===== src/rtl/seq_mult_pkg.sv =====
// seq_mult_pkg
// Shared definitions for the shift-add sequential multiplier slice:
//   state_t    - 2-bit FSM state encoding (IDLE, LOAD, CALC, DONE)
//   DEFAULT_N  - default operand width
//   cnt_width  - width of the iteration counter for a given operand width
package seq_mult_pkg;

  typedef enum logic [1:0] {
    IDLE = 2'd0,
    LOAD = 2'd1,
    CALC = 2'd2,
    DONE = 2'd3
  } state_t;

  localparam int DEFAULT_N = 4;

  // One extra bit so the counter can reach N without wrapping.
  function automatic int cnt_width(input int n);
    return $clog2(n) + 1;
  endfunction

endpackage


===== src/rtl/mult_fsm.sv =====
// mult_fsm
// Sequencing FSM for seq_mult_ctrl. Holds the state register and the
// iteration counter and provides registered state decodes.
// Ports:
//   clk, clr  - clock (rising edge) and async active-high reset
//   start     - operation request, only honoured in IDLE
//   accept    - combinational: start seen in IDLE this cycle
//   busy      - high in LOAD, CALC and DONE
//   done      - one-cycle pulse during DONE
//   load_en   - high during LOAD
//   calc_en   - high during each CALC cycle
module mult_fsm
  import seq_mult_pkg::*;
#(
  parameter int N = DEFAULT_N
) (
  input  logic clk,
  input  logic clr,
  input  logic start,
  output logic accept,
  output logic busy,
  output logic done,
  output logic load_en,
  output logic calc_en
);

  localparam int CW = cnt_width(N);
  localparam logic [CW-1:0] LAST = CW'(N - 1);

  state_t        state;
  logic [CW-1:0] cnt;

  assign accept = (state == IDLE) && start;

  // State register, counter and decodes together. The decodes are
  // registered by setting them from the transition being taken, so each
  // one is valid for exactly the cycle its state is occupied.
  always_ff @(posedge clk or posedge clr) begin
    if (clr) begin
      state   <= IDLE;
      cnt     <= '0;
      busy    <= 1'b0;
      done    <= 1'b0;
      load_en <= 1'b0;
      calc_en <= 1'b0;
    end else begin
      case (state)
        IDLE: begin
          if (start) begin
            state   <= LOAD;
            busy    <= 1'b1;
            load_en <= 1'b1;
          end
        end
        LOAD: begin
          state   <= CALC;
          cnt     <= '0;
          load_en <= 1'b0;
          calc_en <= 1'b1;
        end
        CALC: begin
          cnt <= cnt + 1'b1;
          if (cnt == LAST) begin
            state   <= DONE;
            calc_en <= 1'b0;
            done    <= 1'b1;
          end
        end
        DONE: begin
          state <= IDLE;
          done  <= 1'b0;
          busy  <= 1'b0;
        end
        default: begin
          state   <= IDLE;
          busy    <= 1'b0;
          done    <= 1'b0;
          load_en <= 1'b0;
          calc_en <= 1'b0;
        end
      endcase
    end
  end

endmodule


===== src/rtl/seq_mult_ctrl.sv =====
// seq_mult_ctrl
// Control and accumulator stage of the shift-add sequential multiplier.
// Drives an external multiplier/low-product shift register and keeps the
// multiplicand, the high-half accumulator and the sequencing FSM.
// Ports:
//   clk, clr            - clock (rising edge) and async active-high reset
//   start, a, b         - request and operands, captured when accepted
//   mq_load, mq_d       - parallel load of the multiplier into the register
//   mq_shiftr, mq_si    - shift-right strobe and serial-in bit
//   mq_so, mq_q         - register bit 0 and full contents (low product)
//   busy, done          - handshake: busy outside IDLE, done pulses once
//   p                   - product {acc, mq_q}
module seq_mult_ctrl
  import seq_mult_pkg::*;
#(
  parameter int N = DEFAULT_N
) (
  input  logic           clk,
  input  logic           clr,
  input  logic           start,
  input  logic [N-1:0]   a,
  input  logic [N-1:0]   b,
  output logic           mq_load,
  output logic           mq_shiftr,
  output logic           mq_si,
  output logic [N-1:0]   mq_d,
  input  logic           mq_so,
  input  logic [N-1:0]   mq_q,
  output logic           busy,
  output logic           done,
  output logic [2*N-1:0] p
);

  logic [N-1:0] mcand;
  logic [N-1:0] breg;
  logic [N-1:0] acc;
  logic [N:0]   sum;
  logic         accept;
  logic         load_en;
  logic         calc_en;

  mult_fsm #(.N(N)) u_fsm (
    .clk     (clk),
    .clr     (clr),
    .start   (start),
    .accept  (accept),
    .busy    (busy),
    .done    (done),
    .load_en (load_en),
    .calc_en (calc_en)
  );

  // Partial-product add; the carry lands in sum[N] and becomes the top
  // bit of the accumulator after the right shift.
  assign sum = {1'b0, acc} + (mq_so ? {1'b0, mcand} : '0);

  // Operands are latched only on acceptance so a and b are free to move
  // during the operation.
  always_ff @(posedge clk or posedge clr) begin
    if (clr) begin
      mcand <= '0;
      breg  <= '0;
    end else if (accept) begin
      mcand <= a;
      breg  <= b;
    end
  end

  // The accumulator is the high product half: cleared on LOAD, shifted
  // right with the new sum each CALC cycle, held otherwise so p stays
  // valid after DONE.
  always_ff @(posedge clk or posedge clr) begin
    if (clr) begin
      acc <= '0;
    end else if (load_en) begin
      acc <= '0;
    end else if (calc_en) begin
      acc <= sum[N:1];
    end
  end

  // The bit shifted out of the accumulator feeds the top of the
  // low-product register.
  assign mq_load   = load_en;
  assign mq_d      = load_en ? breg : '0;
  assign mq_shiftr = calc_en;
  assign mq_si     = calc_en & sum[0];
  assign p         = {acc, mq_q};

endmodule


===== config.mk =====
export PLATFORM = sky130hd
export DESIGN_NAME = seq_mult_ctrl
export DESIGN_NICKNAME = d
export VERILOG_FILES = /design/src/rtl/seq_mult_pkg.sv /design/src/rtl/mult_fsm.sv /design/src/rtl/seq_mult_ctrl.sv
export SDC_FILE = /design/constraint.sdc
export NUM_CORES = 1
export LEC_CHECK = 0
export CELL_PAD_IN_SITES_DETAIL_PLACEMENT = 1
export CELL_PAD_IN_SITES_GLOBAL_PLACEMENT = 2
export CORE_MARGIN = 2
export CORE_UTILIZATION = 29
export DETAILED_ROUTE_END_ITERATION = 12
export GPL_ROUTABILITY_DRIVEN = 0
export GPL_TIMING_DRIVEN = 0
export PLACE_DENSITY_LB_ADDON = 0.1
export SLEW_MARGIN = 25
export SYNTH_ARGS = -nofsm -noshare
export SYNTH_HDL_FRONTEND = slang
export SYNTH_SLANG_ARGS = --single-unit

===== constraint.sdc =====
create_clock -name clk -period 2.05 [get_ports clk]
set_clock_uncertainty 0.1 [all_clocks]
set_input_delay 0.41 -clock clk [delete_from_list [all_inputs] [get_ports clk]]
set_output_delay 0.41 -clock clk [all_outputs]
set_load 0.02 [all_outputs]

## After elaboration in Yosys (flattened, before gate mapping)

Index checks and enable logic that the tools add are counted.

| cells by class | value |
|---|---|
| add/subtract/negate cells | 2 |
| equality and inequality tests | 6 |
| mux-type cells | 15 |
| bitwise logic cells | 1 |
| reductions and logical operators | 12 |

Operator list:

| operator | number |
|---|---|
| 4-bit two-way mux | 4 |
| 2-bit AND reduction | 5 |
| 2-bit nonzero test | 5 |
| 1-bit one-hot mux with 2 select lines | 4 |
| 2-bit one-hot mux with 4 select lines | 1 |
| 3-bit one-hot mux with 2 select lines | 1 |
| 4-bit by 4-bit adder with 5-bit output | 1 |
| 2-bit equality test, second input constant | 2 |
| 2-bit two-way mux | 2 |
| 3-bit by 1-bit adder with 3-bit output, second input constant | 1 |
| 3-bit by 2-bit equality test with 1-bit output, second input constant | 1 |
| 1-bit two-way mux | 3 |
| 2-bit by 1-bit equality test with 1-bit output, second input constant | 1 |
| 2-bit zero test | 1 |
| 2-bit by 1-bit != test with 1-bit output, second input constant | 1 |
| 2-bit != test, second input constant | 1 |
| 1-bit AND | 1 |
| 1-bit logical AND | 1 |

| word-level totals | value |
|---|---|
| bits in registers | 21 |
| input port bits | 16 |
| logic and storage cells | 45 |

## Depth between registers and ports, before layout

Gate-level depths: netlist of run 1.

| logic depth | value |
|---|---|
| word-level depth | 4 |
| depth in mapped cells | 7 |
| depth with buffers taken out | 7 |

## Cells and area by module

Synthesis of run 1 repeated with hierarchy kept, for this count alone.

| second synthesis, totals | value |
|---|---|
| cell total of the unflattened synthesis | 107 |
| area, all modules | 1181.1 µm² |

Modules (own cells, without submodules):

| module | times used | cells each | area each (µm²) | sequential area each (µm²) |
|---|---|---|---|---|
| seq_mult_ctrl | 1 | 63 | 698.2 | 300.3 |
| mult_fsm | 1 | 44 | 483.0 | 225.2 |

## Worst setup path before layout of run 1

Ideal clock, no wire load.

| timing path | value |
|---|---|
| path kind | in2reg |
| start point | in mq_so |
| end point | reg acc[3] |
| arrival | 1.533 ns |
| data required time | 1.851 ns |
| path slack | 0.317 ns |
| cell stages on the path | 7 |
| cells stage by stage | and2_1 > ha_1 > inv_1 > fa_1 > nor2b_1 > o21ai_0 > a311oi_1 |

| on the way | value |
|---|---|
| word-level cells in the longest chain between the ends | 4 |

Ends and longest elaborated chain:

| what | RTL line | text |
|---|---|---|
| start, declared | seq_mult_ctrl.sv:27 | `input logic mq_so,` |
| 4-bit two-way mux | seq_mult_ctrl.sv:55 | `assign sum = {1'b0, acc} + (mq_so ? {1'b0, mcand} : '0);` |
| 4-bit by 4-bit adder with 5-bit output | seq_mult_ctrl.sv:55 |  |
| 4-bit two-way mux | seq_mult_ctrl.sv:77 | `end else if (calc_en) begin` |
| 4-bit two-way mux | seq_mult_ctrl.sv:75 | `end else if (load_en) begin` |
| end signal, assigned | seq_mult_ctrl.sv:78 | `acc <= sum[N:1];` |
| end, declared | seq_mult_ctrl.sv:36 | `logic [N-1:0] acc;` |

No other way between the ends. The select of a mux whose other input is x is not followed.
A chain may end at the register's enable or synchronous reset.

## Worst setup path after layout of run 1

| timing path | value |
|---|---|
| start point | in mq_so |
| end point | out mq_si |

| on the way | value |
|---|---|
| word-level cells in the longest chain between the ends | 3 |

Ends and longest elaborated chain:

| what | RTL line | text |
|---|---|---|
| 4-bit two-way mux | seq_mult_ctrl.sv:55 |  |
| 4-bit by 4-bit adder with 5-bit output | seq_mult_ctrl.sv:55 |  |
| 1-bit AND | seq_mult_ctrl.sv:87 | `assign mq_si = calc_en & sum[0];` |
| end, declared | seq_mult_ctrl.sv:25 | `output logic mq_si,` |

No other way between the ends.

==> results of run 1 <==
-- power by group --
group          internal (mW)  switching (mW)
logic                  0.532           0.554
clock network          0.138           0.131
registers              0.591           0.108
-- state kept, by name, summed over array words and instances, names as in the netlist --
name	cells
u_fsm.calc_en	1
u_fsm.busy	1
u_fsm.done	1
breg	4
acc	4
u_fsm.load_en	1
mcand	4
u_fsm.cnt	3
u_fsm.state	2
-- cells in the final DEF, fill, tap and decap left out, types with 2 or more instances in the layout --
| cell type | Yosys | routed |
|---|---|---|
| and2_1 | 8 | 8 |
| buf_2 | 2 | 2 |
| buf_4 | 4 | 5 |
| clkbuf_8 | 0 | 3 |
| clkdlybuf4s50_1 | 0 | 22 |
| dfrtp_1 | 21 | 21 |
| dlygate4sd2_1 | 0 | 5 |
| ha_1 | 11 | 11 |
| inv_1 | 11 | 11 |
| mux2_2 | 8 | 8 |
| nand2_1 | 6 | 6 |
| nand3_1 | 3 | 3 |
| nor2_1 | 4 | 4 |
| nor2b_1 | 2 | 2 |
| nor3b_1 | 2 | 2 |
| o21ai_0 | 4 | 4 |
| o2bb2ai_1 | 3 | 3 |
-- cell families (layout without fill, tap and decap cells) --
group | count (synthesis) | in the layout | synth area share [%]
XOR/XNOR | 1 | 1 | 0.7594
adder cells (fa/ha/maj) | 12 | 12 | 13.67
flip-flops | 21 | 21 | 45.55
multiplexers | 10 | 10 | 9.978
AND/OR/NAND/NOR | 26 | 26 | 11.82
AO/OA/AOI/OAI | 16 | 16 | 10.85
buffers and inverters | 18 | 50 | 7.375
-- worst paths after layout --
check | start | depth (start not counted) | to | slack [ns]
setup / recovery | mq_so | 5 | mq_si | 0.16
hold / removal | mcand[3]$_DFFE_PP0P_ | 1 | mcand[3]$_DFFE_PP0P_ | 0.40
setup reg to reg | mcand[0]$_DFFE_PP0P_ | 7 | acc[3]$_DFFE_PP0P_ | 0.32
hold reg to reg | mcand[3]$_DFFE_PP0P_ | 1 | mcand[3]$_DFFE_PP0P_ | 0.40
max in group asynchronous | clr | 2 | u_fsm.load_en$_DFFE_PP0P_ | 0.82
min in group asynchronous | clr | 2 | breg[0]$_DFFE_PP0P_ | 0.52
-- repair_timing --
| action | 4_1_cts | 5_1_grt |
|---|---|---|
| gates resized for setup | 11 | 0 |
| hold buffers | 0 | 0 |
| endpoints found under the setup margin | 6 | 0 |
-- final cells by class --
type,count,area [sq um],area share (%)
Buffer,6,42.54,2.776
Clock buffer,4,45.04,2.939
Inverter,12,45.04,2.939
Multi-Input combinational cell,65,545.5,35.59
Sequential cell,21,525.5,34.29
Tap cell,48,60.06,3.918
Timing Repair Buffer,28,269.0,17.55
-- per-stage QoR --
| step | setup slack, ns | std cells | cell area, sq um |
|---|---|---|---|
| floorplan | 0.3171 | 104 | 1154 |
| global placement | -0.4678 | 180 | 1494 |
| detailed placement | -0.4775 | 180 | 1494 |
| CTS | 0.1439 | 184 | 1533 |
| global route | 0.1040 | 184 | 1533 |
| finish | 0.1599 | 184 | 1533 |
-- critical path, cell delays in order --
cell and delay (ns):
dlygate4sd2_1 0.26, and2_1 0.16, ha_1 0.25, and2_1 0.15, buf_2 0.15
-- routing by layer --
metal  track usage [%]  routed length (um)  vias up
li1                  -                   -      411
met3             3.209                 167        2
met1             14.23                1037      418
met4             3.061                  16        0
met2             22.90                1214       28
met5                 0                   0        -
==> impl.org, run 1 <==
** Pwr
- Overall power consumption after layout is estimated at 2.055 mW.
- In this run the power density over the cells is 1341 nW/um^2.
- Maximum vdd ir drop :: 509.8 uV
- Leakage Power :: 0.7110 nW

** Logic synthesis
- A synthesized cell averages 11.09 sq um.
- Ranked by instance count, the synthesized netlist is headed by 21 x dfrtp_1, 11 x ha_1, 11 x inv_1, 8 x and2_1, 8 x mux2_2.
- For this run, asynchronously set or reset flops after synthesis account for 100.0%.
- Cell types with the largest area share after synthesis :: dfrtp_1 46%, ha_1 12%, mux2_2 7.8%
- Post-Syn Area :: 1154 sq um
- EDFF count, synth :: 0
- dfrtp_1 is the most common cell in the netlist.
- After synthesis, the netlist uses 29 different library cells.
- The synthesized design contains 21 register bits.
- Summed over its instances, the top area cell type makes up 45.55% of the synthesized netlist area.
- The share of the Yosys chip area taken by registers is 45.55%.
- Library cell with the largest summed area after synthesis :: dfrtp_1
- Number of cells produced by synthesis :: 104
- The number of nets in the synthesized netlist is 132.
- Yosys printed 0 warnings.
- Most used flip-flop cell after synthesis :: dfrtp_1

** Critical path
- Kind of end point of the critical path :: primary output
- Required time of the worst setup path :: 1.54 ns
- STA puts the critical path data arrival time at 1.38 ns.
- Along the worst path, the maximum fanout reaches 4.
- Classification of the worst setup path :: input pin to primary output
- The worst setup path is launched from an input pin.

** STA
- Total count of hold-check failures in the final report :: 0
- Post-layout min period :: 1.890 ns
- Headroom to the max-slew limit came out at 44.07%.
- Total setup violations reported at the end of the flow :: 0
- On the final layout, the worst hold slack is 0.3995 ns.
- Derived from the worst setup path, the maximum achievable clock frequency is 529.1 MHz.
- Final max-slew violation count :: 0
- Dividing the final minimum period by the clock period gives 92.20%.
- In the final timing run, aggregate negative setup slack is 0 ns.
- Slew of the pin with the lowest slew margin :: 0.8381 ns
- RSZ-0062 raised after global routing :: no

** Hold path
- The min-delay analysis places its worst path in the category flip-flop to flip-flop.

** Cells and area
- Fillers :: 431
- The area growth from synthesis to layout is 32.86%.
- Fraction of layout instances using a drive strength above 1 :: 16.91%
- Ant. Diodes :: 0
- Post-layout util :: 40.94%
- In the final design database the tool counted 165 nets.

** Route
- Initial DRT Pass Iterations :: 2
- The final layout contains routed wiring with a total length of 2435 um.
- After the first detailed-routing iteration, the DRC count stood at 17.
- Antenna viol nets, final :: 0
- After detailed routing, the number of remaining DRC violations is 0.
- Detailed routing inserted a total of 859 vias.
- After detailed routing, the number of vias per cell comes to 4.668.
- Dividing the detail-routed wire length by the instance count gives 13.23 um.

** Floorplan
- Die Span Y :: 67.07 um
- Measured along the x axis, the die boundary spans 67.07 um.
- In this run the count of I/O pins placed on the die edge is 33.
- Core Rows :: 22
- Effective utilization at floorplan :: 30.82%
- The core region is 3744 sq um.
- Floorplan die area :: 4498 sq um

** Global route
- Summed over all layers, the global routing overflow is 0.
- The first global-routing pass estimated 4188 um of wire.
- Via count of the first global-routing pass :: 957
- The initial antenna violation count came to 0.
- Entering global routing, the biggest net connects 22 pins.
- Global routing consumed, over all layers together, 12.48% of the routing resources.

** CTS
- The later pin in the worst-skew pair is clocked with a latency of 0.26 ns.
- The number of clock buffers added by TritonCTS is 3.
- CTS built an H-tree with a depth of 1.
- The root buffer cell chosen for the clock tree is clkbuf_8.
- For this design, the sink count on the clock tree is 21.
- Post-CTS setup-driven buffer insertion count :: 0
- The clock passes through at most 2 buffers.
- Clock transition time at the flip-flop clock pins of the worst setup and hold paths :: 0.07 ns
- TritonCTS clock tree :: yes

** Flow run
- Number of max-capacitance violations reported :: 0

** Placed design
- Buffers placed on the I/O ports in this run total 28.
- Half-perimeter wire length after placement :: 1902 um

** Status
- Outcome :: finished, final reports clean
Note: power is estimated with default switching activity, not from simulation.
==> run 2, diff against run 1 <==
Settings changed: SLEW_MARGIN 25 to 20.
==> results of run 2 <==
Final layout, timing and power as in run 1 (identical DEF).
